==> src/rtl/muldiv_seq.sv <==
// muldiv_seq: 32-cycle sequential unsigned MULTU/DIVU unit that writes HI/LO and raises stall/done for the issue stage.
module muldiv_seq (
  input  logic        clk,
  input  logic        rst_n,
  input  logic        start,
  input  logic        op,
  input  logic [31:0] a,
  input  logic [31:0] b,
  input  logic        rd_hilo,
  input  logic        flush,
  output logic        busy,
  output logic        stall,
  output logic        done,
  output logic [31:0] hi,
  output logic [31:0] lo
);
  typedef enum logic [1:0] {IDLE, MUL, DIV, FIN} state_t;
  state_t      state_q, state_d;
  logic [4:0]  count_q, count_d;
  logic [31:0] a_q, a_d, b_q, b_d, hi_q, hi_d, lo_q, lo_d;
  logic [63:0] acc_q, acc_d;
  logic [32:0] mul_sum, div_shift;
  logic [31:0] div_diff;
  logic        div_ge, accept, iter, wr;
  always_ff @(posedge clk or negedge rst_n) begin
    if (!rst_n) begin
      state_q <= IDLE;
      count_q <= '0;
      a_q     <= '0;
      b_q     <= '0;
      acc_q   <= '0;
      hi_q    <= '0;
      lo_q    <= '0;
    end else begin
      state_q <= state_d;
      count_q <= count_d;
      a_q     <= a_d;
      b_q     <= b_d;
      acc_q   <= acc_d;
      hi_q    <= hi_d;
      lo_q    <= lo_d;
    end
  end
  always_comb begin
    state_d = flush              ? IDLE :
              state_q == IDLE    ? (start ? (op ? DIV : MUL) : IDLE) :
              state_q == FIN     ? IDLE :
              count_q == 5'd31   ? FIN : state_q;
  end
  // MUL keeps {partial product, remaining multiplier} in acc; DIV keeps {remainder, dividend/quotient}.
  always_comb begin
    accept    = (state_q == IDLE) & start & ~flush;
    iter      = (state_q == MUL) | (state_q == DIV);
    wr        = (state_q == FIN) & ~flush;
    mul_sum   = {1'b0, acc_q[63:32]} + {1'b0, acc_q[0] ? a_q : 32'd0};
    div_shift = {acc_q[63:32], acc_q[31]};
    div_ge    = div_shift >= {1'b0, b_q};
    div_diff  = div_shift[31:0] - b_q;
    a_d       = accept ? a : a_q;
    b_d       = accept ? b : b_q;
    count_d   = accept ? 5'd0 : iter ? count_q + 5'd1 : count_q;
    acc_d     = accept             ? {32'd0, op ? a : b} :
                state_q == MUL     ? {mul_sum, acc_q[31:1]} :
                state_q == DIV     ? {div_ge ? div_diff : div_shift[31:0], acc_q[30:0], div_ge} :
                acc_q;
    hi_d      = wr ? acc_q[63:32] : hi_q;
    lo_d      = wr ? acc_q[31:0] : lo_q;
  end
  always_comb begin
    busy  = state_q != IDLE;
    done  = state_q == FIN;
    stall = busy & (start | rd_hilo);
    hi    = hi_q;
    lo    = lo_q;
  end
endmodule

==> config.mk <==
export PLATFORM = sky130hd
export DESIGN_NAME = muldiv_seq
export DESIGN_NICKNAME = d
export VERILOG_FILES = /design/src/rtl/muldiv_seq.sv
export SDC_FILE = /design/constraint.sdc
export NUM_CORES = 1
export LEC_CHECK = 0
export CELL_PAD_IN_SITES_DETAIL_PLACEMENT = 1
export CELL_PAD_IN_SITES_GLOBAL_PLACEMENT = 2
export CORE_MARGIN = 1
export CORE_UTILIZATION = 39
export CTS_BUF_LIST = sky130_fd_sc_hd__clkbuf_8
export CTS_CLUSTER_SIZE = 28
export DETAILED_ROUTE_END_ITERATION = 12
export PLACE_DENSITY_LB_ADDON = 0.1
export REMOVE_ABC_BUFFERS = 1
export SYNTH_ARGS = -nofsm -noshare
export SYNTH_HDL_FRONTEND = slang
export SYNTH_SLANG_ARGS = --single-unit
==> constraint.sdc <==
create_clock -name clk -period 5.35 [get_ports clk]
set_input_delay 1.07 -clock clk [delete_from_list [all_inputs] [get_ports clk]]
set_output_delay 1.07 -clock clk [all_outputs]
set_load 0.02 [all_outputs]
==> flow_results.org <==
** Route
- Dividing the detail-routed via count by the number of cells gives 5.549.
- Wirelength per Cell :: 19.78 µm
- Summing over every cut layer, the via total after detailed routing is 10504.
- Before antenna repair, the detailed router went through 5 iterations.
- Once detail routing completed, the nets flagged for antenna violations numbered 0.
- Total Wirelength :: 37.45 mm
- # DRC :: 0
- DRT iter0 DRCs :: 646

** Setup path
- Maximum single-stage delay on the critical path :: 750 ps
- Nature of the critical path endpoint :: flip-flop
- For the worst setup path, the data required time is roughly 5800 ps.
- The critical path goes through and2_1, ha_1, inv_1, fa_1, nor2b_1, o31ai_1, a2111o_1, and3_4, a311oi_4, a31oi_1, xnor2_1, nand2_1, a221oi_1.
- Critical path type :: flip-flop to flip-flop
- Data arrival time of the critical path :: 4280 ps
- Among all stages on the critical path, the largest delay is contributed by sky130_fd_sc_hd__dfrtp_1.
- Maximum fanout along the worst path :: 18
- STA classifies the critical path startpoint as a flip-flop.

** Logic synthesis
- In the synthesized netlist the dominant register cell turns out to be sky130_fd_sc_hd__dfrtp_1.
- Each instance of the synthesized netlist takes up on average 8.990 µm².
- Number of warnings issued by yosys :: 0
- Summing the areas of all fa, ha and maj instances in the mapped netlist gives under 10% of the synthesized area.
- Synthesized instance count :: around 1400
- Post-synth cell types :: 77
- Share of synthesized flip-flops with an asynchronous set or reset :: 100.0%
- Synth area leaders :: sky130_fd_sc_hd__dfrtp_1 40%, sky130_fd_sc_hd__ha_1 7.0%, sky130_fd_sc_hd__nand2_1 6.7%
- Combined area of all synthesized cells :: 12490 µm²
- Simple-gate share of the synthesized area :: around 15%
- Yosys top cell area share :: 39.88%
- Count of flip-flops with a built-in enable after synthesis :: 0
- The portion of synthesized area spent on multiplexers is 8.076%.
- Summing the areas of all compound-gate instances in the mapped netlist gives a little over a fifth of the synthesized area.
- Proportion of synthesized chip area in sequential cells :: 39.88%
- Register bit total from synthesis :: 199
- Combinational family with the most area after synthesis :: compound AO/OA/AOI/OAI gates
- The synthesized netlist devotes 3.998% of its cell area to XOR and XNOR gates.
- Cell taking the most area after synthesis :: sky130_fd_sc_hd__dfrtp_1

** STA
- In the post-route analysis, the smallest setup slack over all paths is about 1500 ps.
- Final-layout setup total negative slack :: 0 ps
- Slew at the pin closest to its max-slew limit :: 891.0 ps
- Setup repair after global routing missed its margin :: false
- Worst slew margin relative to its limit :: 40.54%
- The hold violation total from the final report is 0.
- On the final layout, the worst clock skew is around 15 ps.
- In the finished design, the share of the clock period the worst path needs comes to 72.37%.
- Setup violations remaining at the end of the flow were counted as 0.
- Derived from the worst setup path, the maximum achievable clock frequency is 258.3 MHz.
- The number of pins with negative max-slew slack in the final report was 0.
- Post-layout min period :: just under 4000 ps

** Final layout
- Area growth from synthesis to layout :: 16.76%
- Number of diodes added for antenna fixing :: 0
- The net count of the finished layout is about 1600.
- Ratio of cells with drive above 1 in the final layout :: 8.317%
- Non-Filler Instances :: 1893
- Fill cell total of the finished layout :: roughly 3700

** Floorplan
- Boundary Pins :: ~140
- Floorplan die area :: approximately 33000 µm²
- In this run the vertical extent of the chip is 180.9 µm.
- Die X :: 180.9 µm
- Placeable Area :: 31560 µm²
- For this configuration, the core starts out at a cell density of between 30% and 40%.
- Row generation in the floorplan step produced 65 rows.

** CTS
- Clock Sink Count :: 199
- In this run the deepest clock path goes through 2 buffers.
- TritonCTS clock tree :: built
- The root buffer cell chosen for the clock tree is sky130_fd_sc_hd__clkbuf_8.
- The H-tree was split into 4 levels.
- Clock network latency to the later pin of the worst-skew pair :: 510 ps
- Once the clock tree was built, the resizer swapped 0 gates to a different size.
- Clock-pin transition on the worst setup and hold timing paths :: 100 ps
- After clock tree synthesis, the flow added hold-fix buffers numbering 0.
- After clock tree synthesis, the setup repair step added 0 buffers.
- The number of clock buffers added by TritonCTS is 17.

** Pwr
- Leakage Power :: 6.824 nW
- Maximum vdd ir drop :: 0.1638 mV
- Power density over the cells :: a little over 400 nW/µm²

** Outcome
- Result of the run :: complete, no violations

** Flow run
- Max-cap violations :: 0

** GRT
- Number of global-route vias before repair :: about 11000
- The initial antenna violation count is 0.
- First-pass GRT wire length :: 61.25 mm
- Residual overflow from global routing :: 0
- Maximum number of pins on one net before global-route repair :: between 150 and 200
- Across every metal layer, demand over resource in global routing totals between 20% and 30%.

** Place
- Routability-driven placement finished with a final weighted congestion of between 0.8 and 0.9.
- Half-perimeter wire length after detailed placement :: approximately 26 mm
- Post-placement setup slack :: between 1000 and 1500 ps
- Placed Cells :: 1863
- Buffers on Ports :: 136

** Hold path
- Worst Hold Class :: flip-flop to flip-flop
[where the power goes]
group / internal (mW) / switching (mW) / leakage, nW
logic: 1.20 / 1.60 / 4.09
registers: 1.82 / 0.283 / 2.54
clock network: 0.450 / 0.574 / 0.194
[layout by cell type (no fill, tap or decap), types with 5 or more instances in the layout]
cell type,netlist,layout
sky130_fd_sc_hd__nand2_1,223,223
sky130_fd_sc_hd__dfrtp_1,199,199
sky130_fd_sc_hd__clkdlybuf4s50_1,0,134
sky130_fd_sc_hd__a21oi_1,114,114
sky130_fd_sc_hd__o21ai_0,113,113
sky130_fd_sc_hd__nor2_1,84,82
sky130_fd_sc_hd__inv_1,71,71
sky130_fd_sc_hd__ha_1,70,68
sky130_fd_sc_hd__mux2_2,54,54
sky130_fd_sc_hd__mux2i_1,40,40
sky130_fd_sc_hd__and2_1,39,39
sky130_fd_sc_hd__xnor2_1,38,38
sky130_fd_sc_hd__a21o_1,28,28
sky130_fd_sc_hd__a221oi_1,24,24
sky130_fd_sc_hd__clkbuf_8,0,21
sky130_fd_sc_hd__xor2_1,19,19
sky130_fd_sc_hd__nand3_1,18,18
sky130_fd_sc_hd__o21a_1,11,11
sky130_fd_sc_hd__a211oi_1,11,11
sky130_fd_sc_hd__o211ai_1,11,11
sky130_fd_sc_hd__buf_4,3,10
sky130_fd_sc_hd__o22a_1,9,9
sky130_fd_sc_hd__nand2b_1,9,8
sky130_fd_sc_hd__o22ai_1,8,8
sky130_fd_sc_hd__a211o_1,7,7
sky130_fd_sc_hd__nand4_1,7,7
sky130_fd_sc_hd__a31oi_1,7,7
sky130_fd_sc_hd__o21bai_1,6,6
sky130_fd_sc_hd__and3_1,5,5
sky130_fd_sc_hd__or2_2,5,5
sky130_fd_sc_hd__a22oi_1,5,5
[cells in the mapped netlist, drive strengths merged, types with 8 or more instances]
master	n
ha	70
a211oi	12
xor2	19
clkbuf	60
a21oi	114
nor2	84
mux2i	40
inv	71
o21ai	116
and2	40
mux2	54
nand2	223
a21o	28
o211ai	12
o21a	11
dfrtp	199
xnor2	38
o22ai	8
nand2b	9
nand3	18
o22a	9
buf	17
a221oi	25
[routing by layer]
metal | routed length (µm) | global-route usage (%) | part of all wire (%) | up-vias
met5 | 0 | 0 | 0 | -
met4 | 516 | 6.237 | 1.4 | 0
met3 | 999 | 3.427 | 2.7 | 34
met2 | 17550 | 38.81 | 47 | 154
met1 | 18390 | 33.11 | 49 | 5267
li1 | - | - | - | 5049
[layout make-up]
class | instances | area [µm²] | share of cell area, %
clock inverter | 10 | 118.9 | 0.8152
clock buffer | 20 | 275.3 | 1.888
inverter | 71 | 266.5 | 1.828
timing repair buffer | 149 | 1495 | 10.25
tap | 402 | 503.0 | 3.450
multi-input combinational | 1042 | 6942 | 47.61
sequential | 199 | 4980 | 34.15
[worst max-delay path, delay by kind of cell (launching register included)]
kind | cells | cell delay, ps
compound gates | 5 | 1490
flops | 1 | 750
simple gates | 4 | 680
fa+ha+maj | 2 | 600
xor+xnor | 1 | 190
buf+inv | 1 | 70
[per-stage QoR]
stage / util [%] / hold WS [ps] / power, mW / instance area, µm²
finish: 46.21 / 476.2 / 5.930 / 14580
global route: 46.21 / 509.5 / 6.365 / 14580
CTS: 46.21 / 483.7 / 5.986 / 14580
detailed placement: 44.96 / 459.7 / 4.930 / 14190
global placement: 44.96 / 455.2 / 4.881 / 14190
floorplan: - / 437.4 / 3.997 / 12170
[logic make-up after synthesis]
| family | count (synthesis) |
|---|---|
| simple gates | 418 |
| compound gates | 401 |
| flops | 199 |
| buf+inv | 148 |
| mux | 94 |
| fa+ha+maj | 72 |
| xor+xnor | 57 |
[registers in the layout (all words and copies together), names as in the netlist]
signal   cells
b_q         32
a_q         32
count_q      5
lo          32
state_q      2
hi          32
acc_q       64
[final timing paths]
check | startpoint | to | slack (ps) | depth (start not counted)
worst max-delay path | acc_q[0]$_DFFE_PN0P_ | acc_q[59]$_DFFE_PN0P_ | 1480 | 13
worst min-delay path | a_q[24]$_DFFE_PN0P_ | a_q[24]$_DFFE_PN0P_ | 480 | 2
worst max register to register | acc_q[0]$_DFFE_PN0P_ | acc_q[59]$_DFFE_PN0P_ | 1480 | 13
worst min register to register | a_q[24]$_DFFE_PN0P_ | a_q[24]$_DFFE_PN0P_ | 480 | 2
max in group asynchronous | rst_n | state_q[1]$_DFFE_PN0P_ | 3600 | 2
min in group asynchronous | rst_n | lo[2]$_DFFE_PN0P_ | 600 | 1
No activity file was read; power rests on OpenSTA's default activity.
